[config.mk]
export PLATFORM = sky130hd
export DESIGN_NAME = bpb_table_flat
export DESIGN_NICKNAME = d
export VERILOG_FILES = /design/src/rtl/bpb_table_pkg.sv /design/src/rtl/bpb_table_if.sv /design/src/rtl/bpb_counter2.sv /design/src/rtl/bpb_table.sv /design/src/flat_wrapper.sv
export SDC_FILE = /design/constraint.sdc
export NUM_CORES = 2
export LEC_CHECK = 0
export ABC_AREA = 0
export BUFFER_PORTS_ARGS = -buffer_cell sky130_fd_sc_hd__buf_2
export CORE_MARGIN = 2
export CORE_UTILIZATION = 50
export CTS_CLUSTER_DIAMETER = 50
export CTS_CLUSTER_SIZE = 24
export DETAILED_ROUTE_END_ITERATION = 8
export GPL_ROUTABILITY_DRIVEN = 0
export PLACE_DENSITY_LB_ADDON = 0.08
export SYNTH_ARGS = -nofsm -noshare
export SYNTH_HDL_FRONTEND = slang
export SYNTH_SLANG_ARGS = --single-unit
[constraint.sdc]
create_clock -name clk -period 6.2 [get_ports clk]
set_clock_uncertainty 0.1 [all_clocks]
set_input_delay 0.93 -clock clk [delete_from_list [all_inputs] [get_ports clk]]
set_output_delay 0.93 -clock clk [all_outputs]
set_load 0.02 [all_outputs]
[src/rtl/bpb_table_pkg.sv]
// Shared types and defaults for the tagged branch prediction buffer.
// Holds the prediction result struct, the default table size and the counter encoding.
package bpb_table_pkg;

  localparam int unsigned BPB_ENTRY_WIDTH = 6;

  typedef struct packed {
    logic        taken;
    logic [31:0] destpc;
  } bpb_result_t;

  // 2-bit hysteresis counter; bit 1 is the predicted direction.
  typedef enum logic [1:0] {
    SNT = 2'b00,
    WNT = 2'b01,
    WT  = 2'b10,
    ST  = 2'b11
  } bpb_state_t;

endpackage

[src/rtl/bpb_table_if.sv]
// Front-end <-> predictor bundle: two fetch-slot lookups plus one commit update.
// The master modport is the pipeline side; the slave modport is the table.
interface bpb_table_if;
  import bpb_table_pkg::*;

  logic                   stall;
  logic [1:0][31:0]       pc_predict;
  logic [1:0]             hit_predict;
  bpb_result_t [1:0]      destpc_predict;
  logic                   wen;
  logic [31:0]            pc_commit;
  logic                   taken_commit;
  logic [31:0]            destpc_commit;

  modport master (
    output stall,
    output pc_predict,
    input  hit_predict,
    input  destpc_predict,
    output wen,
    output pc_commit,
    output taken_commit,
    output destpc_commit
  );

  modport slave (
    input  stall,
    input  pc_predict,
    output hit_predict,
    output destpc_predict,
    input  wen,
    input  pc_commit,
    input  taken_commit,
    input  destpc_commit
  );

endinterface

[src/rtl/bpb_counter2.sv]
// Combinational next-state function of the 2-bit hysteresis counter.
// Weak-taken and weak-not-taken both collapse to strong states on a single outcome.
module bpb_counter2
  import bpb_table_pkg::*;
(
  input  bpb_state_t state,
  input  logic       taken,
  output bpb_state_t state_next
);

  always_comb begin
    state_next = SNT;
    unique case (state)
      SNT:     state_next = taken ? WNT : SNT;
      WNT:     state_next = taken ? ST  : SNT;
      WT:      state_next = taken ? ST  : SNT;
      ST:      state_next = taken ? ST  : WT;
      default: state_next = SNT;
    endcase
  end

endmodule

[src/rtl/bpb_table.sv]
// Direct-mapped, tagged BHT+BTB: two combinational lookups and one commit update per cycle.
// Only the valid vector is reset; tag, counter and target arrays are qualified by it.
module bpb_table
  import bpb_table_pkg::*;
#(
  parameter int unsigned ENTRY_WIDTH = BPB_ENTRY_WIDTH,
  parameter bpb_state_t  INIT_STATE  = WT
) (
  input logic        clk,
  input logic        reset,
  bpb_table_if.slave bus
);

  localparam int unsigned TAG_WIDTH = 30 - ENTRY_WIDTH;
  localparam int unsigned ENTRIES   = 1 << ENTRY_WIDTH;

  logic [ENTRIES-1:0]   valid_q;
  logic [TAG_WIDTH-1:0] tag_q    [ENTRIES];
  bpb_state_t           state_q  [ENTRIES];
  logic [31:0]          target_q [ENTRIES];

  // Commit side
  logic [ENTRY_WIDTH-1:0] commit_idx;
  logic [TAG_WIDTH-1:0]   commit_tag;
  logic                   commit_hit;
  logic                   update_en;
  bpb_state_t             commit_state;
  bpb_state_t             commit_state_next;

  assign commit_idx   = bus.pc_commit[ENTRY_WIDTH+1:2];
  assign commit_tag   = bus.pc_commit[31:ENTRY_WIDTH+2];
  assign commit_hit   = valid_q[commit_idx] && (tag_q[commit_idx] == commit_tag);
  assign update_en    = reset && bus.wen && !bus.stall;
  // A miss allocates from INIT_STATE and applies the outcome in the same update.
  assign commit_state = commit_hit ? state_q[commit_idx] : INIT_STATE;

  bpb_counter2 u_counter (
    .state      (commit_state),
    .taken      (bus.taken_commit),
    .state_next (commit_state_next)
  );

  always_ff @(posedge clk) begin
    if (!reset) begin
      valid_q <= '0;
    end else if (update_en) begin
      valid_q[commit_idx] <= 1'b1;
    end
  end

  always_ff @(posedge clk) begin
    if (update_en) begin
      tag_q[commit_idx]   <= commit_tag;
      state_q[commit_idx] <= commit_state_next;
      // A not-taken hit keeps the old target so a later taken prediction stays useful.
      if (!commit_hit || bus.taken_commit) begin
        target_q[commit_idx] <= bus.destpc_commit;
      end
    end
  end

  // Prediction side: reads see pre-update contents (read-before-write).
  logic [1:0]        hit_vec;
  bpb_result_t [1:0] result_vec;

  for (genvar s = 0; s < 2; s++) begin : g_slot
    logic [ENTRY_WIDTH-1:0] idx;
    logic [TAG_WIDTH-1:0]   tag;
    logic                   hit;

    assign idx = bus.pc_predict[s][ENTRY_WIDTH+1:2];
    assign tag = bus.pc_predict[s][31:ENTRY_WIDTH+2];
    assign hit = valid_q[idx] && (tag_q[idx] == tag);

    assign hit_vec[s]           = hit;
    assign result_vec[s].taken  = hit && state_q[idx][1];
    assign result_vec[s].destpc = hit ? target_q[idx] : 32'h0;
  end

  assign bus.hit_predict    = hit_vec;
  assign bus.destpc_predict = result_vec;

  // Word-aligned PCs: the low two bits never select anything.
  logic unused_pc_bits;
  assign unused_pc_bits = ^{bus.pc_predict[1][1:0], bus.pc_predict[0][1:0], bus.pc_commit[1:0]};

endmodule

[src/flat_wrapper.sv]
// flat-port wrapper written by rule: the top's interface ports become plain ports
module bpb_table_flat import bpb_table_pkg::*;
#(
  parameter int unsigned ENTRY_WIDTH = BPB_ENTRY_WIDTH,
  parameter bpb_state_t  INIT_STATE  = WT
)
  (clk, reset, bus_stall, bus_pc_predict, bus_hit_predict, bus_destpc_predict, bus_wen, bus_pc_commit, bus_taken_commit, bus_destpc_commit);
  bpb_table_if bus_i ();
  input logic clk;
  input logic reset;
  input wire logic [$bits(bus_i.stall)-1:0] bus_stall;
  input wire logic [$bits(bus_i.pc_predict)-1:0] bus_pc_predict;
  output wire logic [$bits(bus_i.hit_predict)-1:0] bus_hit_predict;
  output wire logic [$bits(bus_i.destpc_predict)-1:0] bus_destpc_predict;
  input wire logic [$bits(bus_i.wen)-1:0] bus_wen;
  input wire logic [$bits(bus_i.pc_commit)-1:0] bus_pc_commit;
  input wire logic [$bits(bus_i.taken_commit)-1:0] bus_taken_commit;
  input wire logic [$bits(bus_i.destpc_commit)-1:0] bus_destpc_commit;
  assign bus_i.stall = bus_stall;
  assign bus_i.pc_predict = bus_pc_predict;
  assign bus_hit_predict = bus_i.hit_predict;
  assign bus_destpc_predict = bus_i.destpc_predict;
  assign bus_i.wen = bus_wen;
  assign bus_i.pc_commit = bus_pc_commit;
  assign bus_i.taken_commit = bus_taken_commit;
  assign bus_i.destpc_commit = bus_destpc_commit;
  bpb_table #(.ENTRY_WIDTH(ENTRY_WIDTH), .INIT_STATE(INIT_STATE)) u_core (.clk(clk), .reset(reset), .bus(bus_i));
endmodule
Yosys cells after proc, flatten, opt, wreduce, memory -nomap -nowiden
Memory sizes are Yosys's and may differ from the RTL's. Cells that the tools add are included.

Memories: 3. Bits in writable memories: 3712. Latch bits: 0. Memory bits (read-only): 0. Flip-flop bits (word level): 64. Output and inout port bits: 68. Logic and storage cells: 48. Input port bits: 133.

Multiplexer cells: 20. Div/mod/pow operators: 0. Shift operators: 0. Reduce and logical (&&, ||, !) cells: 13. Multiply operators: 0. Bitwise logic cells: 1. $lt $le $gt $ge: 4. Eq/ne operators: 6. Add/subtract/negate cells: 0.

Memories: u_core.target_q (depth 64, width 32, read ports 2, clocked after memory_dff 0, write ports 1, RTL line bpb_table.sv:20) `logic [31:0] target_q [ENTRIES];`; u_core.tag_q (depth 64, width 24, read ports 3, clocked after memory_dff 0, write ports 1, RTL line bpb_table.sv:18) `logic [TAG_WIDTH-1:0] tag_q [ENTRIES];`; u_core.state_q (depth 64, width 2, read ports 3, clocked after memory_dff 0, write ports 1, RTL line bpb_table.sv:19) `bpb_state_t state_q [ENTRIES];`.

Operators with widths (count): 24-bit == test (3); 32-bit 2-to-1 mux (2); 64-bit bitwise OR (1); 6-bit by 7-bit < comparator with 1-bit output, second input constant (3); 1-bit binary-select mux with 6-bit select (3); 1-bit 2-to-1 mux (11); 1-bit logical AND (8); 1-bit demux with 6-bit select (1); 6-bit by 1-bit >= comparator with 1-bit output, second input constant (1); 2-bit case mux with 3 select lines (1); 2-bit == test, second input constant (2); 2-bit 2-to-1 mux (2); 2-bit by 1-bit == test with 1-bit output, second input constant (1); 1-bit zero test (2); 2-bit zero test (1); 2-bit OR reduction (1); 1-bit logical OR (1).

Longest topological paths before layout
Word-level depth: 8. Gate-level depth with buffers: 19. Gate-level depth less buffers: 13.

Cells and area by module
Synthesis repeated with hierarchy kept, for this count alone.

Cell total of the unflattened synthesis: 9267. Area total of the unflattened synthesis: 188071.6 µm².

By module, submodules not included: bpb_table (seq. area each 112748.1 µm², cells an instance 9260, area each 188022.8 µm², times used 1); bpb_counter2 (seq. area each 0.0 µm², cells an instance 7, area each 48.8 µm², times used 1).

Least setup slack after synthesis
OpenSTA, ideal clock, no wires.

Path kind: input to register. Start: in bus_pc_commit[2]. End: mem u_core.target_q[0][0], enable pin. Setup time: 0.461 ns. Path slack: -0.202 ns. Stages: 16. Arrival: 5.842 ns. Path buffers: 8. Required time: 5.639 ns. Cell sequence: buf_4 buf_4 buf_4 buf_4 buf_2 buf_1 mux2i_1 o221ai_1 a221oi_1 nand3_1 xor2_1 nor2_1 nor4b_2 buf_4 buf_6 nor3_1.

Word-level cells in the longest chain between the ends: 8. Elaborated cells between the ends (all ways): 10. Those cells by class: 1 x eq/ne; 5 x mux; 3 x reduce/logical; 1 x memory.

RTL lines: from (decl) (RTL line flat_wrapper.sv:16) `input wire logic [$bits(bus_i.pc_commit)-1:0] bus_pc_commit;`; memory 64 x 24 bit / 1-bit binary-select mux with 6-bit select (equally long branches); 24-bit == test / 1-bit 2-to-1 mux (equally long branches) (RTL line bpb_table.sv:32) `assign commit_hit = valid_q[commit_idx] && (tag_q[commit_idx] == commit_tag);`; 1-bit logical AND (RTL line bpb_table.sv:32); 1-bit zero test (RTL line bpb_table.sv:56) `if (!commit_hit || bus.taken_commit) begin`; 1-bit logical OR (RTL line bpb_table.sv:56); 1-bit 2-to-1 mux (RTL line bpb_table.sv:56); 1-bit 2-to-1 mux (RTL line bpb_table.sv:52) `if (update_en) begin`; 1-bit 2-to-1 mux (not written as such) (RTL line bpb_table.sv:57) `target_q[commit_idx] <= bus.destpc_commit;`; to (decl) (RTL line bpb_table.sv:20).

Parallel ways exist; a longest one is shown, timed or not. The select of a mux whose other input is x is not followed.

Worst setup path after layout
Start: in bus_pc_commit[2]. End: mem u_core.state_q[12][1] (netlist bit), data pin.

Word-level cells in the longest chain between the ends: 7. Elaborated cells between the ends (all ways): 13. Those cells by class: 4 x eq/ne; 4 x mux; 3 x reduce/logical; 2 x memory.

RTL lines: memory 64 x 24 bit / 1-bit binary-select mux with 6-bit select (equally long branches); 24-bit == test / 1-bit 2-to-1 mux (equally long branches) (RTL line bpb_table.sv:32); 1-bit logical AND (RTL line bpb_table.sv:32); 2-bit 2-to-1 mux * (RTL line bpb_table.sv:35) `assign commit_state = commit_hit ? state_q[commit_idx] : INIT_STATE;`; 2-bit == test / 2-bit by 1-bit == test with 1-bit output (equally long branches) (RTL line bpb_counter2.sv:13) `unique case (state)`; 2-bit OR reduction (no line); 2-bit case mux with 3 select lines * (RTL line bpb_counter2.sv:13); via u_core.commit_state_next[1] (RTL line bpb_table.sv:28) `bpb_state_t commit_state_next;`; to (decl) (RTL line bpb_table.sv:19).

Mark *: on every way through the listed nets, which the timed path passes. The rest lies on a longest branch. The select of a mux whose other input is x is not followed.

==> out/metrics.yaml <==
outcome:
  run_status: "finished with violations"
  violations: "design-rule violations, negative setup slack"
worst_setup_path:
  crit_buf_inv: 10
  worstPathMaxFanout: 32
  crit_family: "simple AND/OR/NAND/NOR gates"
  crit_arrival_ns: 6.91
  crit_type: "in2reg"
  worst_path_max_delay_cell: "nor4_1"
  required_ns: 6.78
  critPathCaptureType: "flip-flop"
  startpoint_type: "primary input"
  cpPeakStageDelay_ns: 0.75
  path_cells: "buf_8 > buf_12 > inv_4 > buf_12 > buf_12 > buf_12 > mux2i_1 > buf_4 > o22ai_1 > nor4_1 > xnor2_1 > buf_4 > nor4_2 > buf_4 > nand4_1 > nor4_2 > buf_4 > o211ai_1 > ha_1 > a21oi_1 > nor2_4"
die:
  die_w_um: 618
  dieArea_sq_mm: 0.382
  die_y_um: 618
  start_util: 0.503
  core-area_sq_mm: 0.376
  rows: 225
  num_io_pins: 201
grt:
  overflow: 0
  grt_pass1_wl_um: 1040000
  use_met3: 0.127
  grt_pass1_vias: 121045
  antenna_found_initial: 65
  grtUsageMet1: 0.505
  grtUsageTotal: 0.405
  grt.busiest_layer: "met2"
  grt_max_degree: 116
  grt.met2_usage: 0.602
placement:
  io_buffer_count: 194
  dpl.cell_count: 15120
  placedInstanceArea_sq_mm: 0.206
  dp_hpwl_um: 494000
clocking:
  insertion_delay_ns: 1.05
  numCtsBuffers: 434
  hold_buffers: 0
  cts_buffer_depth: 4
  cts_root_buf: "clkbuf_16"
  cts_tree: "built"
  clk_pin_slew_ns: 0.07
  h-tree-depth: 5
  cts.sinks: 3776
timing:
  fin_tns_setup_ns: -9.08
  finalHoldViolCount: 0
  setup_viol_count_final: 125
  fmax_ghz: 0.158
  slew_viol_final: 0
  rsz0062_at_grt: "yes"
  layout_min_cycle_time_ns: 6.33
  fin_ws_ns: -0.135
  worst_pin_slew_ns: 1.32
  slew_headroom: 0.118
  fin_crit_sh: 1.02
detailed_routing:
  vias: 124962
  drt-initial-drc-count: 22446
  wire_per_inst_um: 48.8
  ant_nets: 0
  drt_pre_antenna_iters: 9
  drc: 7
  routed_wl_um: 782000
  viasPerCell: 7.80
synth:
  synthesis.nets: 9735
  synth_top_area_frac: 0.591
  synth_area_leaders: "edfxtp_1 (59%), mux4_2 (28%), mux2i_1 (1.9%)"
  synth_area_per_cell_sq_um: 19.7
  async_flop_share: 0
  synth_seq_cells: 3776
  ys_seq_area_frac: 0.597
  synth_cell_types: 79
  synth_top_flop_cell: "edfxtp_1"
  syn_area_sq_mm: 0.189
  yosys.area.top_type: "edfxtp_1"
  synth_edf_count: 3712
  syn_inst: 9600
  yosysWarnings: 0
flow_run:
  maxCapViolCount: 0
pwr:
  vdd_ir_drop_max_mv: 0.272
  power_leakage_uw: 0.0724
  power_density_mw_per_mm2: 279
  p_total_uw: 62200
finish:
  fin_area_sq_mm: 0.223
  nets: 10732
  fin_cells: 16026
  final_cell_mix: "edfxtp_1 (3712), mux4_2 (2322), buf_4 (880), clkbuf_16 (454), buf_12 (361)"
  layout_commonest_cell: "edfxtp_1"
  area_growth_pct: 18.4
  utilization: 0.595
  nFillCells: 27206
  drive_gt1_frac: 0.454
worst_hold_path:
  hold_class: "in2reg"
-- layout make-up --
type                            count  area, sq um  share of cell area
Inverter                           14         85.1            0.000381
Sequential cell                  3776       113000               0.505
Timing Repair Buffer             1441        15700              0.0702
Antenna cell                       58          145            0.000650
Multi-Input combinational cell   4930        73000               0.327
Clock inverter                    352         4330              0.0194
Tap cell                         4994         6250              0.0280
Clock buffer                      461        11200              0.0501
-- cells by family after synthesis --
logic type	share of synthesized area
AO/OA/AOI/OAI	0.0463
multiplexers	0.307
flip-flops	0.597
AND/OR/NAND/NOR	0.0222
XOR/XNOR	0.00325
buffers and inverters	0.0234
adder cells (fa/ha/maj)	0.000133
-- path summary, 6_finish.rpt --
check             slack (ns)           startpoint               endpoint  cells past startpoint
setup / recovery       -0.13     bus_pc_commit[2]  u_core.state_q[12][1]                     21
hold / removal          0.16    bus_pc_commit[23]   u_core.tag_q[35][15]                      1
setup reg to reg       -0.07  u_core.tag_q[55][7]  u_core.state_q[12][1]                     15
hold reg to reg         0.40   u_core.valid_q[22]     u_core.valid_q[22]                      1
-- registers in the layout, indices dropped and copies added (netlist names) --
name / flops
u_core.tag_q: 1536
u_core.state_q: 128
u_core.valid_q: 64
u_core.target_q: 2048
-- metrics by stage --
stage               hold WS [ns]  setup slack [ns]
detailed placement         0.382             -1.43
floorplan                  0.355            -0.202
finish                     0.163            -0.135
global route               0.177           -0.0227
global placement           0.366             -1.45
CTS                        0.133           0.00116
-- worst reg2reg max path, stage by stage, from the launching register on --
cell	delay (ns)
edfxtp_1	0.42
mux4_2	0.51
and3_1	0.20
a2111o_1	0.42
nor4_1	0.70
xnor2_1	0.49
buf_4	0.27
nor4_2	0.60
buf_4	0.24
nand4_1	0.21
nor4_2	0.31
buf_4	0.16
o211ai_1	0.10
ha_1	0.32
a21oi_1	0.56
nor2_4	0.31
-- per-layer routing --
metal / wire length, um / up-vias / share of wire
met4: 69600 / 36 / 0.089
met5: 259 / - / 0.00033
met2: 349000 / 11596 / 0.45
li1: - / 44775 / -
met1: 257000 / 65615 / 0.33
met3: 107000 / 2940 / 0.14
-- cell usage after synthesis, drive strengths merged, types with 34 or more instances --
cell    number
nand2      234
nand3       41
a221oi     116
a211oi      64
nor2       178
a21o        66
a22oi      180
mux2       186
buf        522
o21ai      117
dfxtp       64
o22ai      155
a22o        90
nor4        58
edfxtp    3712
nor3        88
clkbuf     359
nor2b       62
mux4      2322
mux2i      361
xor2        36
xnor2       34
a221o       74
a21oi      132
-- timing repair --
action	in CTS	in global routing
setup endpoints to repair	132	68
setup buffers	6	16
endpoints found under the hold margin	0	0
gates cloned	4	10
pin swaps	6	16
resized for setup	50	110
-- where the power goes --
group	switching, uW	internal [uW]
logic	3840	2650
clock network	12000	15600
registers	31.2	28100
total	15900	46400
Power figures use the tool's default switching activity.
